### config.mk
export PLATFORM = sky130hd
export DESIGN_NAME = sysarray_ctrl
export DESIGN_NICKNAME = d
export VERILOG_FILES = /design/src/rtl/sysarray_ctrl.sv
export SDC_FILE = /design/constraint.sdc
export NUM_CORES = 1
export LEC_CHECK = 0
export ABC_AREA = 1
export CORE_MARGIN = 3
export CORE_UTILIZATION = 46
export DETAILED_ROUTE_END_ITERATION = 10
export PLACE_DENSITY = 0.85
export SLEW_MARGIN = 0
export SYNTH_ARGS = -nofsm -noshare
export SYNTH_HDL_FRONTEND = slang
export SYNTH_SLANG_ARGS = --single-unit
### constraint.sdc
create_clock -name clock -period 2.4 [get_ports clock]
set_clock_uncertainty 0.2 [all_clocks]
set_input_delay 0.6 -clock clock [delete_from_list [all_inputs] [get_ports clock]]
set_output_delay 0.6 -clock clock [all_outputs]
set_load 0.1 [all_outputs]
### src/rtl/sysarray_ctrl.sv
// Start/busy/done sequencer for the 3x3 systolic array: fetches A and B from block RAM,
// drives the skewed wavefronts into the array edge and captures the nine C elements.
module sysarray_ctrl #(
    parameter int DW      = 16,
    parameter int AW      = 5,
    parameter int A_BASE  = 0,
    parameter int B_BASE  = 9,
    parameter int CAP_DLY = 5
) (
    input  logic            clock,
    input  logic            reset,
    input  logic            start,
    output logic            busy,
    output logic            done,
    output logic            mem_en,
    output logic [AW-1:0]   mem_addr,
    input  logic [DW-1:0]   mem_data,
    output logic [5*DW-1:0] a_feed,
    output logic [5*DW-1:0] b_feed,
    input  logic [5*DW-1:0] c_edge,
    output logic [9*DW-1:0] res
);
    localparam logic [2:0] S_IDLE    = 3'd0;
    localparam logic [2:0] S_FETCH   = 3'd1;
    localparam logic [2:0] S_FEED    = 3'd2;
    localparam logic [2:0] S_DRAIN   = 3'd3;
    localparam logic [2:0] S_CAPTURE = 3'd4;
    localparam logic [2:0] S_DONE    = 3'd5;

    logic [2:0]         state, state_nx;
    logic [4:0]         cnt, cnt_nx;
    logic [8:0][DW-1:0] in_a, in_b;
    logic [4:0][DW-1:0] a_nx, b_nx;

    // cnt restarts at 0 on every state change; FETCH runs 19 cycles (18 reads + final data)
    always_comb begin
        state_nx = state;
        cnt_nx   = cnt + 5'd1;
        case (state)
            S_IDLE: begin
                cnt_nx = '0;
                if (start) state_nx = S_FETCH;
            end
            S_FETCH: if (cnt == 5'd18) begin
                state_nx = S_FEED;
                cnt_nx   = '0;
            end
            S_FEED: if (cnt == 5'd2) begin
                state_nx = (CAP_DLY == 3) ? S_CAPTURE : S_DRAIN;
                cnt_nx   = '0;
            end
            S_DRAIN: if (cnt == 5'(CAP_DLY - 4)) begin
                state_nx = S_CAPTURE;
                cnt_nx   = '0;
            end
            S_CAPTURE: if (cnt == 5'd2) begin
                state_nx = S_DONE;
                cnt_nx   = '0;
            end
            default: begin
                state_nx = S_IDLE;
                cnt_nx   = '0;
            end
        endcase
    end

    // Feed lanes for the coming cycle; wavefront f enters lanes f..f+2
    always_comb begin
        a_nx = '0;
        b_nx = '0;
        if (state_nx == S_FEED) begin
            case (cnt_nx[1:0])
                2'd0: for (int i = 0; i < 3; i++) begin
                    a_nx[i] = in_a[i];
                    b_nx[i] = in_b[3*i];
                end
                2'd1: for (int i = 0; i < 3; i++) begin
                    a_nx[i+1] = in_a[3+i];
                    b_nx[i+1] = in_b[3*i+1];
                end
                2'd2: for (int i = 0; i < 3; i++) begin
                    a_nx[i+2] = in_a[6+i];
                    b_nx[i+2] = in_b[3*i+2];
                end
                default: ;
            endcase
        end
    end

    // Read data for the address issued at FETCH cycle n arrives in cycle n+1
    always_ff @(posedge clock) begin
        if (state == S_FETCH) begin
            for (int i = 0; i < 9; i++) begin
                if (cnt == 5'(i + 1))  in_a[i] <= mem_data;
                if (cnt == 5'(i + 10)) in_b[i] <= mem_data;
            end
        end
    end

    always_ff @(posedge clock) begin
        if (reset) begin
            state    <= S_IDLE;
            cnt      <= '0;
            busy     <= 1'b0;
            done     <= 1'b0;
            mem_en   <= 1'b0;
            mem_addr <= '0;
            a_feed   <= '0;
            b_feed   <= '0;
            res      <= '0;
        end else begin
            state  <= state_nx;
            cnt    <= cnt_nx;
            busy   <= (state_nx == S_FETCH) || (state_nx == S_FEED) ||
                      (state_nx == S_DRAIN) || (state_nx == S_CAPTURE);
            done   <= (state_nx == S_DONE);
            a_feed <= a_nx;
            b_feed <= b_nx;
            if (state_nx == S_FETCH && cnt_nx < 5'd18) begin
                mem_en   <= 1'b1;
                mem_addr <= (cnt_nx < 5'd9) ? AW'(A_BASE) + AW'(cnt_nx)
                                            : AW'(B_BASE) + AW'(cnt_nx - 5'd9);
            end else begin
                mem_en   <= 1'b0;
                mem_addr <= '0;
            end
            if (state == S_IDLE && start) res <= '0;
            // Output edge lanes: 0=c53 1=c54 2=c55 3=c35 4=c45
            if (state == S_CAPTURE) begin
                case (cnt[1:0])
                    2'd0: begin
                        res[2*DW +: DW] <= c_edge[3*DW +: DW];
                        res[1*DW +: DW] <= c_edge[4*DW +: DW];
                        res[0*DW +: DW] <= c_edge[2*DW +: DW];
                        res[3*DW +: DW] <= c_edge[1*DW +: DW];
                        res[6*DW +: DW] <= c_edge[0*DW +: DW];
                    end
                    2'd1: begin
                        res[5*DW +: DW] <= c_edge[4*DW +: DW];
                        res[4*DW +: DW] <= c_edge[2*DW +: DW];
                        res[7*DW +: DW] <= c_edge[1*DW +: DW];
                    end
                    2'd2: res[8*DW +: DW] <= c_edge[2*DW +: DW];
                    default: ;
                endcase
            end
        end
    end
endmodule

==> metrics, run 1 <==
FF-to-FF End a_feed[34]$_SDFF_PP0_; Layout Nets 2241; slowest CP cell dfxtp_2; XOR/XNOR share of the synthesized area 0.08554%; CP peak stage delay 0.34 ns; cell chain of the critical path inv_1, ha_2, nand3_2, nand2_2, nand3_2, nand2_4, inv_1, ha_4, buf_4, a22o_1, a21oi_2, nor3_2; # H-tree levels 2; root buffer cell clkbuf_16; Peak Freq 426.2 MHz; synthesized flop and latch total 608; CP Capture Type register; hold endpoint res[49]$_SDFF_PP0_; final setup violating endpoints 0; P per Cell Area 766.2 mW/mm^2; CTS tree built; Synth Area in Adders 0.5499%; I/O Pins 411; Fin Hold WS 0.2627 ns; VDD IR max 571.5 uV; row count between 70 and 80; DRC 0; worst-margin pin slew 0.6396 ns; Synth area leader edfxtp_1; Register Area 0.01506 sq mm; min Tclk post-route between 2 and 2.5 ns; RR Startpoint cnt[1]$_SDFF_PP0_; footprint of the multi-input gates roughly 0.0048 sq mm; hold path depth 2; # Max-Cap Violations 0; CP max FO 9; share of layout cells above drive strength 1 between 20 and 30%; combinational family with the most area after synthesis compound AO/OA/AOI/OAI gates; initial antenna violation count 1; Num CTS Buffers 57; Final Cycle Share 97.77%; largest net degree at the start of global routing 145; Clock Path Buffers 3; crit path DAT 2.66 ns; Final Hold Vio Count 0; Avg Synthesized Cell Area 12.17 sq um; Die Y 217.0 um; mux contribution to synthesized area 0%; worst reg-to-reg setup slack 0.05 ns; Syn. warnings 0; # clock sinks 608; syn_nets about 1800; DRT Pass-1 Iters 5; hold-fix buffers at CTS 0; area delta synth->final 32.07%; vias in the first global route 14520; Die Footprint 0.04708 sq mm; chip width 217.0 um; Max-slew headroom 57.36%; r2r worst-path depth 12; Placeable Area 0.04355 sq mm; setup TNS 0 ns; main area contributors after synthesis edfxtp_1, dfxtp_1, nand2_1; Fill cells 3135; synthesized area 0.02048 sq mm; clk slew on worst S/H paths 0.07 ns; dpl hpwl 35340 um; number of I/O port buffers 410; simple-gate share of the synthesized area around a tenth; GR Overflow Total 0; status finished, final reports clean; Slew Viols, Final 0; Via density 5.191; Clk Latency, worst-skew pair slightly above 0.6 ns; RD Place Congestion 0.8667; Critical Path Start Type register; total power 20.72 mW; final wirelength 55050 um; Tot GR Track Use 22.43%; LEAKAGE approximately 11 nW; Initial DRC Count around 1000; crit path kind register to register; Vias around 14000; pre-CTS setup slack -0.03560 ns; CP Data Required Time 2.71 ns; Final WS setup between 0.05 and 0.06 ns; hold path startpoint res[49]$_SDFF_PP0_; Min-Delay Path Class register to register; Yosys cell types 29; Initial Util 47.02%; Synth Instances 1683; Compound-Gate Fraction of Synth Area 11.91%; Yosys top cell area share between 40% and 50%; DRT antenna net count 0; post-synthesis sequential area ratio 73.52%; Crit path buffers/inverters 3; drt wl/cell 19.89 um; first-pass GRT wire length 82140 um; Largest delay share family, worst path simple AND/OR/NAND/NOR gates
## worst max-delay path by stage
| stage | startpoint | endpoint | cells after the start |
|---|---|---|---|
| 2_1_floorplan | cnt[0]$_SDFF_PP0_ | a_feed[48]$_SDFF_PP0_ | 12 |
| 3_3_place_gp | reset | res[37]$_SDFF_PP0_ | 5 |
| 3_5_place_dp | reset | res[37]$_SDFF_PP0_ | 5 |
| 4_1_cts | cnt[1]$_SDFF_PP0_ | a_feed[47]$_SDFF_PP0_ | 12 |
| 5_1_grt | cnt[1]$_SDFF_PP0_ | b_feed[32]$_SDFF_PP0_ | 11 |
| 6_report | cnt[1]$_SDFF_PP0_ | a_feed[34]$_SDFF_PP0_ | 12 |
## what timing repair did
item,4_1_cts,5_1_grt
cloned,0,1
resized for setup,2,29
setup endpoints to repair,5,116
pin swaps,0,1
buffers inserted,0,1
## sequential cells by signal, summed over array words and instances (netlist names)
name      flops
in_a        144
in_b        144
res         144
a_feed       80
b_feed       80
cnt           5
mem_addr      5
state         3
busy          1
done          1
mem_en        1
## per-layer routing
metal / global-route usage (%) / part of all wire, %
met2: 39.23 / 50
met4: 7.893 / 3.1
met5: 0 / 0
met3: 5.934 / 9.3
met1: 26.83 / 37
## report_power, final
part           switching (mW)  internal (mW)  total (mW)
Combinational           0.557          0.340       0.896
Clock                    3.99           4.98        8.97
Sequential            0.00561           10.9        10.9
Total                    4.55           16.2        20.7
## layout by cell type, fill, tap and decap left out, types with 28 or more instances in the layout
cell | netlist | routed
a21oi_1 | 179 | 165
a21oi_2 | 62 | 76
a22o_1 | 32 | 32
buf_4 | 3 | 370
clkbuf_16 | 0 | 58
clkdlybuf4s50_1 | 0 | 98
dfxtp_1 | 320 | 318
edfxtp_1 | 288 | 288
inv_1 | 83 | 82
nand2_1 | 300 | 295
nor2_1 | 100 | 98
nor3_2 | 28 | 28
o21ai_0 | 144 | 144
## Yosys cell counts (all sizes together)
| cell type | instances |
|---|---|
| dfxtp | 320 |
| nand2 | 301 |
| edfxtp | 288 |
| a21oi | 241 |
| o21ai | 144 |
| nor2 | 105 |
| inv | 84 |
| clkbuf | 74 |
| a22o | 32 |
| nor3 | 32 |
| buf | 31 |
| nand3 | 17 |
| ha | 9 |
| xor2 | 2 |
| clkinv | 1 |
| nand4 | 1 |
| or2 | 1 |
## through the flow
| stage | area (sq um) | util [%] | cells |
|---|---|---|---|
| 2_1_floorplan | 20500 | - | 1683 |
| 3_3_place_gp | 25010 | 57.43 | 2657 |
| 3_5_place_dp | 25010 | 57.43 | 2657 |
| 4_1_cts | 26900 | 61.78 | 2765 |
| 5_1_grt | 27040 | 62.10 | 2768 |
| 6_report | 27040 | 62.10 | 2768 |
## kinds of logic (layout without fill, tap and decap cells)
group,count (synthesis),count (layout)
flops,608,608
simple gates,457,458
compound gates,417,417
buf+inv,190,688
fa+ha+maj,9,9
xor+xnor,2,2
other cells,0,1
## final cells by class
cell class,count,area share (%)
Clock buffer,67,5.603
Clock inverter,41,1.346
Inverter,85,1.189
Tap cell,585,2.706
Antenna cell,1,0.009253
Sequential cell,608,55.67
Multi-Input combinational cell,886,17.61
Timing Repair Buffer,495,15.86
## tightest hold or removal path, delay by kind of cell, from the launching register on
| family | cells | cell delay (ns) |
|---|---|---|
| compound gates | 1 | 0.05 |
| simple gates | 1 | 0.06 |
| flops | 1 | 0.31 |
No activity file was read; power rests on OpenSTA's default activity.
==> run 2, diff against run 1 <==
--- a/config.mk
+++ b/config.mk
@@ -9,6 +9,7 @@
 export CORE_MARGIN = 3
 export CORE_UTILIZATION = 46
 export DETAILED_ROUTE_END_ITERATION = 10
+export HOLD_SLACK_MARGIN = 0.1
 export PLACE_DENSITY = 0.85
 export SLEW_MARGIN = 0
 export SYNTH_ARGS = -nofsm -noshare
==> results of run 2 <==
Final layout, timing and power as in run 1 (identical DEF).
